File: config.mk
export PLATFORM = sky130hd
export DESIGN_NAME = stream_merge_arbiter
export DESIGN_NICKNAME = d
export VERILOG_FILES = /design/src/rtl/stream_merge_arbiter_pkg.sv /design/src/rtl/stream_out_reg.sv /design/src/rtl/stream_merge_arbiter.sv
export SDC_FILE = /design/constraint.sdc
export NUM_CORES = 1
export LEC_CHECK = 0
export BUFFER_PORTS_ARGS = -buffer_cell sky130_fd_sc_hd__buf_4
export CAP_MARGIN = 30
export CORE_MARGIN = 1
export CORE_UTILIZATION = 25
export CTS_CLUSTER_DIAMETER = 60
export CTS_CLUSTER_SIZE = 8
export DETAILED_ROUTE_END_ITERATION = 8
export GPL_ROUTABILITY_DRIVEN = 0
export PLACE_DENSITY_LB_ADDON = 0.3
export SLEW_MARGIN = 20
export SYNTH_ARGS = -nofsm -noshare
export SYNTH_HDL_FRONTEND = slang
export SYNTH_SLANG_ARGS = --single-unit
File: constraint.sdc
create_clock -name clock -period 3.1 [get_ports clock]
set_input_delay 0.465 -clock clock [delete_from_list [all_inputs] [get_ports clock]]
set_output_delay 0.465 -clock clock [all_outputs]
set_load 0.01 [all_outputs]
File: src/rtl/stream_merge_arbiter_pkg.sv
// Shared types for the two-stream merge arbiter: FSM states and the stream element.
package stream_merge_arbiter_pkg;

   localparam int unsigned ELEM_DATA_W = 64;

   typedef enum logic [2:0] {
      ST_IDLE     = 3'd0,
      ST_RUN      = 3'd1,
      ST_EMIT_EOS = 3'd2,
      ST_WAIT_EOS = 3'd3,
      ST_CTRL     = 3'd4
   } state_e;

   typedef struct packed {
      logic [ELEM_DATA_W-1:0] field0;
      logic                   field1;
   } elem_t;

   function automatic elem_t make_elem(input logic [ELEM_DATA_W-1:0] f0, input logic f1);
      elem_t e;
      e.field0 = f0;
      e.field1 = f1;
      return e;
   endfunction

endpackage

File: src/rtl/stream_out_reg.sv
// One-entry valid/ready output buffer; holds its contents while the consumer stalls.
module stream_out_reg
   import stream_merge_arbiter_pkg::*;
(
   input  logic  clk,
   input  logic  rst_n,
   input  logic  load_valid,
   input  elem_t load_elem,
   input  logic  out_ready,
   output logic  out_valid,
   output elem_t out_elem,
   output logic  slot_free
);
   logic  valid_q, valid_d;
   elem_t elem_q, elem_d;

   // Next-state: a load wins, a drain clears valid, otherwise hold.
   always_comb begin
      valid_d = valid_q;
      elem_d  = elem_q;
      if (load_valid) begin
         valid_d = 1'b1;
         elem_d  = load_elem;
      end else if (out_ready) begin
         valid_d = 1'b0;
      end else begin
         valid_d = valid_q;
      end
   end

   // Buffer state register.
   always_ff @(posedge clk or negedge rst_n) begin
      if (!rst_n) begin
         valid_q <= 1'b0;
         elem_q  <= '0;
      end else begin
         valid_q <= valid_d;
         elem_q  <= elem_d;
      end
   end

   assign out_valid = valid_q;
   assign out_elem  = elem_q;
   assign slot_free = ~valid_q | out_ready;

endmodule

File: src/rtl/stream_merge_arbiter.sv
// Merges two EOS-terminated streams round-robin into one, then emits one EOS and a completion token.
module stream_merge_arbiter
   import stream_merge_arbiter_pkg::*;
#(
   parameter int unsigned DATA_WIDTH = ELEM_DATA_W
) (
   input  logic                  clock,
   input  logic                  reset,
   input  logic                  inCtrl_valid,
   output logic                  inCtrl_ready,
   input  logic                  in0_valid,
   output logic                  in0_ready,
   input  logic [DATA_WIDTH-1:0] in0_data_field0,
   input  logic                  in0_data_field1,
   input  logic                  in1_valid,
   output logic                  in1_ready,
   input  logic [DATA_WIDTH-1:0] in1_data_field0,
   input  logic                  in1_data_field1,
   output logic                  out0_valid,
   input  logic                  out0_ready,
   output logic [DATA_WIDTH-1:0] out0_data_field0,
   output logic                  out0_data_field1,
   output logic                  outCtrl_valid,
   input  logic                  outCtrl_ready
);
   logic [1:0] rst_sync_q, rst_sync_d;
   logic       rst_n_s;
   state_e     state_q, state_d;
   logic [1:0] eos_seen_q, eos_seen_d;
   logic       ptr_q, ptr_d;
   logic       ctrl_valid_q, ctrl_valid_d;
   logic [1:0] elig_s;
   logic       grant_valid_s, grant_s, take_s, slot_free_s, out_valid_s, load_valid_s;
   elem_t      sel_elem_s, load_elem_s, out_elem_s;

   // Reset asserts immediately but releases two clocks later.
   assign rst_sync_d = {rst_sync_q[0], 1'b1};
   always_ff @(posedge clock or negedge reset) begin
      if (!reset) begin
         rst_sync_q <= 2'b00;
      end else begin
         rst_sync_q <= rst_sync_d;
      end
   end
   assign rst_n_s = rst_sync_q[1];

   // Arbitration: pointer input first, otherwise the other eligible input.
   always_comb begin
      elig_s        = {in1_valid & ~eos_seen_q[1], in0_valid & ~eos_seen_q[0]};
      grant_valid_s = 1'b0;
      grant_s       = ptr_q;
      if (elig_s[ptr_q]) begin
         grant_valid_s = 1'b1;
         grant_s       = ptr_q;
      end else if (elig_s[~ptr_q]) begin
         grant_valid_s = 1'b1;
         grant_s       = ~ptr_q;
      end else begin
         grant_valid_s = 1'b0;
         grant_s       = ptr_q;
      end
      if (grant_s) begin
         sel_elem_s = make_elem(ELEM_DATA_W'(in1_data_field0), in1_data_field1);
      end else begin
         sel_elem_s = make_elem(ELEM_DATA_W'(in0_data_field0), in0_data_field1);
      end
   end

   assign take_s       = (state_q == ST_RUN) & slot_free_s & grant_valid_s;
   assign in0_ready    = take_s & ~grant_s;
   assign in1_ready    = take_s & grant_s;
   assign inCtrl_ready = (state_q == ST_IDLE) & rst_n_s;

   // FSM next-state and output-register load control.
   always_comb begin
      state_d      = state_q;
      eos_seen_d   = eos_seen_q;
      ptr_d        = ptr_q;
      load_valid_s = 1'b0;
      load_elem_s  = '0;
      case (state_q)
         ST_IDLE: begin
            if (inCtrl_valid & inCtrl_ready) begin
               state_d    = ST_RUN;
               eos_seen_d = 2'b00;
               ptr_d      = 1'b0;
            end else begin
               state_d = ST_IDLE;
            end
         end
         ST_RUN: begin
            if (take_s) begin
               ptr_d = ~grant_s;
               if (sel_elem_s.field1) begin
                  eos_seen_d[grant_s] = 1'b1;
               end else begin
                  load_valid_s = 1'b1;
                  load_elem_s  = make_elem(sel_elem_s.field0, 1'b0);
               end
            end else begin
               ptr_d = ptr_q;
            end
            if (eos_seen_q == 2'b11) begin
               state_d = ST_EMIT_EOS;
            end else begin
               state_d = ST_RUN;
            end
         end
         ST_EMIT_EOS: begin
            if (slot_free_s) begin
               load_valid_s = 1'b1;
               load_elem_s  = make_elem({ELEM_DATA_W{1'b0}}, 1'b1);
               state_d      = ST_WAIT_EOS;
            end else begin
               state_d = ST_EMIT_EOS;
            end
         end
         ST_WAIT_EOS: begin
            if (out_valid_s & out0_ready) begin
               state_d = ST_CTRL;
            end else begin
               state_d = ST_WAIT_EOS;
            end
         end
         ST_CTRL: begin
            if (outCtrl_ready) begin
               state_d = ST_IDLE;
            end else begin
               state_d = ST_CTRL;
            end
         end
         default: begin
            state_d = ST_IDLE;
         end
      endcase
      ctrl_valid_d = (state_d == ST_CTRL);
   end

   // Control state registers.
   always_ff @(posedge clock or negedge rst_n_s) begin
      if (!rst_n_s) begin
         state_q      <= ST_IDLE;
         eos_seen_q   <= 2'b00;
         ptr_q        <= 1'b0;
         ctrl_valid_q <= 1'b0;
      end else begin
         state_q      <= state_d;
         eos_seen_q   <= eos_seen_d;
         ptr_q        <= ptr_d;
         ctrl_valid_q <= ctrl_valid_d;
      end
   end

   stream_out_reg u_out_reg (
      .clk        (clock),
      .rst_n      (rst_n_s),
      .load_valid (load_valid_s),
      .load_elem  (load_elem_s),
      .out_ready  (out0_ready),
      .out_valid  (out_valid_s),
      .out_elem   (out_elem_s),
      .slot_free  (slot_free_s)
   );

   assign out0_valid       = out_valid_s;
   assign out0_data_field0 = DATA_WIDTH'(out_elem_s.field0);
   assign out0_data_field1 = out_elem_s.field1;
   assign outCtrl_valid    = ctrl_valid_q;

endmodule

==> impl_metrics.tcl <==
set metrics [dict create \
    nNetsFinal 670 \
    h-tree-depth 3 \
    status "finished, violations left" \
    setup_tns_ps 0 \
    fin_ws_ps 892 \
    slowest_delay_ps 420 \
    fp.dieW_um 125 \
    violations "design-rule violations" \
    syn_area_sq_um 3810 \
    worst_ep_arrival_time_ps 1740 \
    seqPwrFrac_pct 31.5 \
    async_reset_ff_share_pct 100 \
    end_kind "output pin" \
    synth_seq_cells 75 \
    drc 13 \
    swShare_pct 35.6 \
    first_iter_violations 101 \
    setup_viol 0 \
    fin_skew_ps 7.73 \
    rows 44 \
    vias_per_cell 4.43 \
    initial_core_util_pct 25.9 \
    grt_pass1_wl_um 16800 \
    synth_edf_count 0 \
    path_cells "nand2b_2 > nor3b_4 > and4b_1 > buf_4" \
    grt.overflow.total 0 \
    ys.flop_type "dfrtp_1" \
    numCtsBuffers 9 \
    p_leak_nw 3.39 \
    fin_crit_sh_pct 71.2 \
    clkPwrFrac_pct 21.1 \
    slew_headroom_pct 49.6 \
    ant_nets 0 \
    peakVddDrop_uv 253 \
    internal_power_mw 3.37 \
    synth_most_common_cell "mux2i_1" \
    place_hpwl_um 7740 \
    grt_usage_pct 13.7 \
    final_util_pct 40.1 \
    fp.coreArea_sq_um 14700 \
    grt_pass1_vias 3341 \
    wl_per_cell_um 14.5 \
    insertion_delay_ps 340 \
    pre_cts_ws_ps 897 \
    wl_um 10500 \
    hold_violations 0 \
    r2r_setup_slack_ps 1080 \
    ios 207 \
    p_per_area_nw_per_um2 888 \
    syn_avg_cell_area_sq_um 11.7 \
    fillers 1429 \
    power_frac_comb_pct 47.4 \
    cts.path.max_buffers 2 \
    cts_tree "yes" \
    crit_family "simple AND/OR/NAND/NOR gates" \
    path_class "flop to output pin" \
    rsz0062_at_grt "false" \
    die_area_sq_um 15700 \
    antenna_found_initial 1 \
    synth_commonest_cells "mux2i_1 (128), dfrtp_1 (75), nand2_1 (68), buf_4 (7), clkbuf_1 (6)" \
    die_h_um 125 \
    max-cap-violations 0 \
    slew_violations 0 \
    synth_cells 326 \
    timing.fmax_mhz 453 \
    vias 3201 \
    fin_crit_ps 2210 \
    cts_setup_buffers 0 \
    synth_warnings 0 \
    tightest_slew_ps 755 \
    area.growth.synth_to_final_pct 54.9 \
    cp.required_ps 2630 \
    synth_top_area_cell "dfrtp_1" \
    cts.sinks 75 \
    hold_path.class "input port to flop" \
    dr.pass1.iters 6 \
    seq_area_frac_synth_pct 49.3 \
    cts-root-buf "clkbuf_16" \
    start_kind "flop" \
    worst-path-buf-inv 1 \
    worstPathMaxFanout 6 \
    portBuffers 206 \
    netlist-cell-type-count 31 \
    synth_fp_nets 463 \
    synth_top_area_share_pct 49.3 \
    grt_max_degree 74 \
    path_clk_slew_ps 50 \
    cp_slowest_cell "dfrtp_1" \
    synth_area_leaders "dfrtp_1 (49%), mux2i_1 (34%), nand2_1 (6.7%), buf_6 (1.5%), buf_4 (1.4%)" \
    drive_gt1_share_pct 44.6 \
    power.switching_mw 1.87 \
]
==> registers in the layout, summed over array words and instances (netlist names) <==
signal               cells
rst_sync_q               2
outCtrl_valid            1
u_out_reg.out_valid      1
eos_seen_q               2
ptr_q                    1
state_q                  3
u_out_reg.out_elem      65
==> kinds of logic (layout without fill, tap and decap cells) <==
kind of cell | after synthesis | count (layout) | share of synthesized area [%]
multiplexers | 128 | 128 | 33.6
flip-flops | 75 | 75 | 49.3
AO/OA/AOI/OAI | 11 | 11 | 2.04
AND/OR/NAND/NOR | 89 | 89 | 10.8
adder cells (fa/ha/maj) | 1 | 1 | 0.296
other | 1 | 2 | 0.0985
buffers and inverters | 21 | 233 | 3.84
==> per-stage QoR <==
stage | power, mW | hold slack (ps) | area, sq um | instances
floorplan | 3.14 | 169 | 3810 | 326
global route | 5.61 | 311 | 5900 | 723
CTS | 5.34 | 306 | 5880 | 721
finish | 5.24 | 330 | 5900 | 723
detailed placement | 4.20 | 252 | 5550 | 704
global placement | 4.14 | 251 | 5550 | 704
==> cells in the final DEF, fill, tap and decap left out, types with 2 or more instances in the layout <==
cell and n:
nand2_1 68, nand3_1 4, dfrtp_1 74, a21oi_1 2, buf_4 213, clkbuf_16 9, buf_12 3, clkbuf_1 2
nor3b_1 2, nand2b_1 2, mux2i_1 128, nor2_1 3, clkbuf_8 4, o21ai_0 2
==> power groups by stage <==
| stage | logic (mW) | registers, mW | clock network [mW] |
|---|---|---|---|
| floorplan | 1.32 | 1.82 | 0 |
| global placement | 2.48 | 1.66 | 0 |
| detailed placement | 2.54 | 1.66 | 0 |
| CTS | 2.53 | 1.65 | 1.15 |
| global route | 2.71 | 1.71 | 1.19 |
| finish | 2.48 | 1.65 | 1.11 |
==> worst reg2reg max path, cell delays in order (launching register included) <==
cell and delay [ps]:
dfrtp_1 410, nor2b_2 250, maj3_4 550, buf_12 310, mux2i_1 270, mux2i_1 100
==> path summary, 6_finish.rpt <==
kind / end / start / cells after the start
worst max-delay path: in0_ready / state_q[2]$_DFF_PN0_ / 4
worst min-delay path: eos_seen_q[0]$_DFFE_PN0P_ / inCtrl_valid / 2
worst max register to register: u_out_reg.out_elem[29]$_DFFE_PN0P_ / eos_seen_q[1]$_DFFE_PN0P_ / 5
worst min register to register: rst_sync_q[1]$_DFF_PN0_ / rst_sync_q[0]$_DFF_PN0_ / 0
max in group asynchronous: u_out_reg.out_elem[12]$_DFFE_PN0P_ / rst_sync_q[1]$_DFF_PN0_ / 2
min in group asynchronous: state_q[2]$_DFF_PN0_ / rst_sync_q[1]$_DFF_PN0_ / 1
==> area by class of cell <==
type	instances	area [sq um]	area share [%]
antenna	1	2.50	0.0424
clock buffer	15	288	4.88
clock inverter	1	30.0	0.509
multi-input combinational	230	1800	30.5
sequential	75	1880	31.9
tap	184	230	3.90
timing repair buffer	217	1670	28.3
==> repair_timing <==
| action | CTS | global route |
|---|---|---|
| resized for setup | 0 | 0 |
| hold endpoints to repair | 2 | 0 |
| hold buffers | 1 | 0 |
==> layer usage <==
metal | up-vias | global-route usage (%) | part of all wire (%)
li1 | 1547 | - | -
met1 | 1520 | 16.4 | 42
met2 | 122 | 23.1 | 50
met3 | 12 | 3.72 | 6.4
met4 | 0 | 6.10 | 1.7
met5 | - | 0 | 0
(Power assumes the default switching activity.)
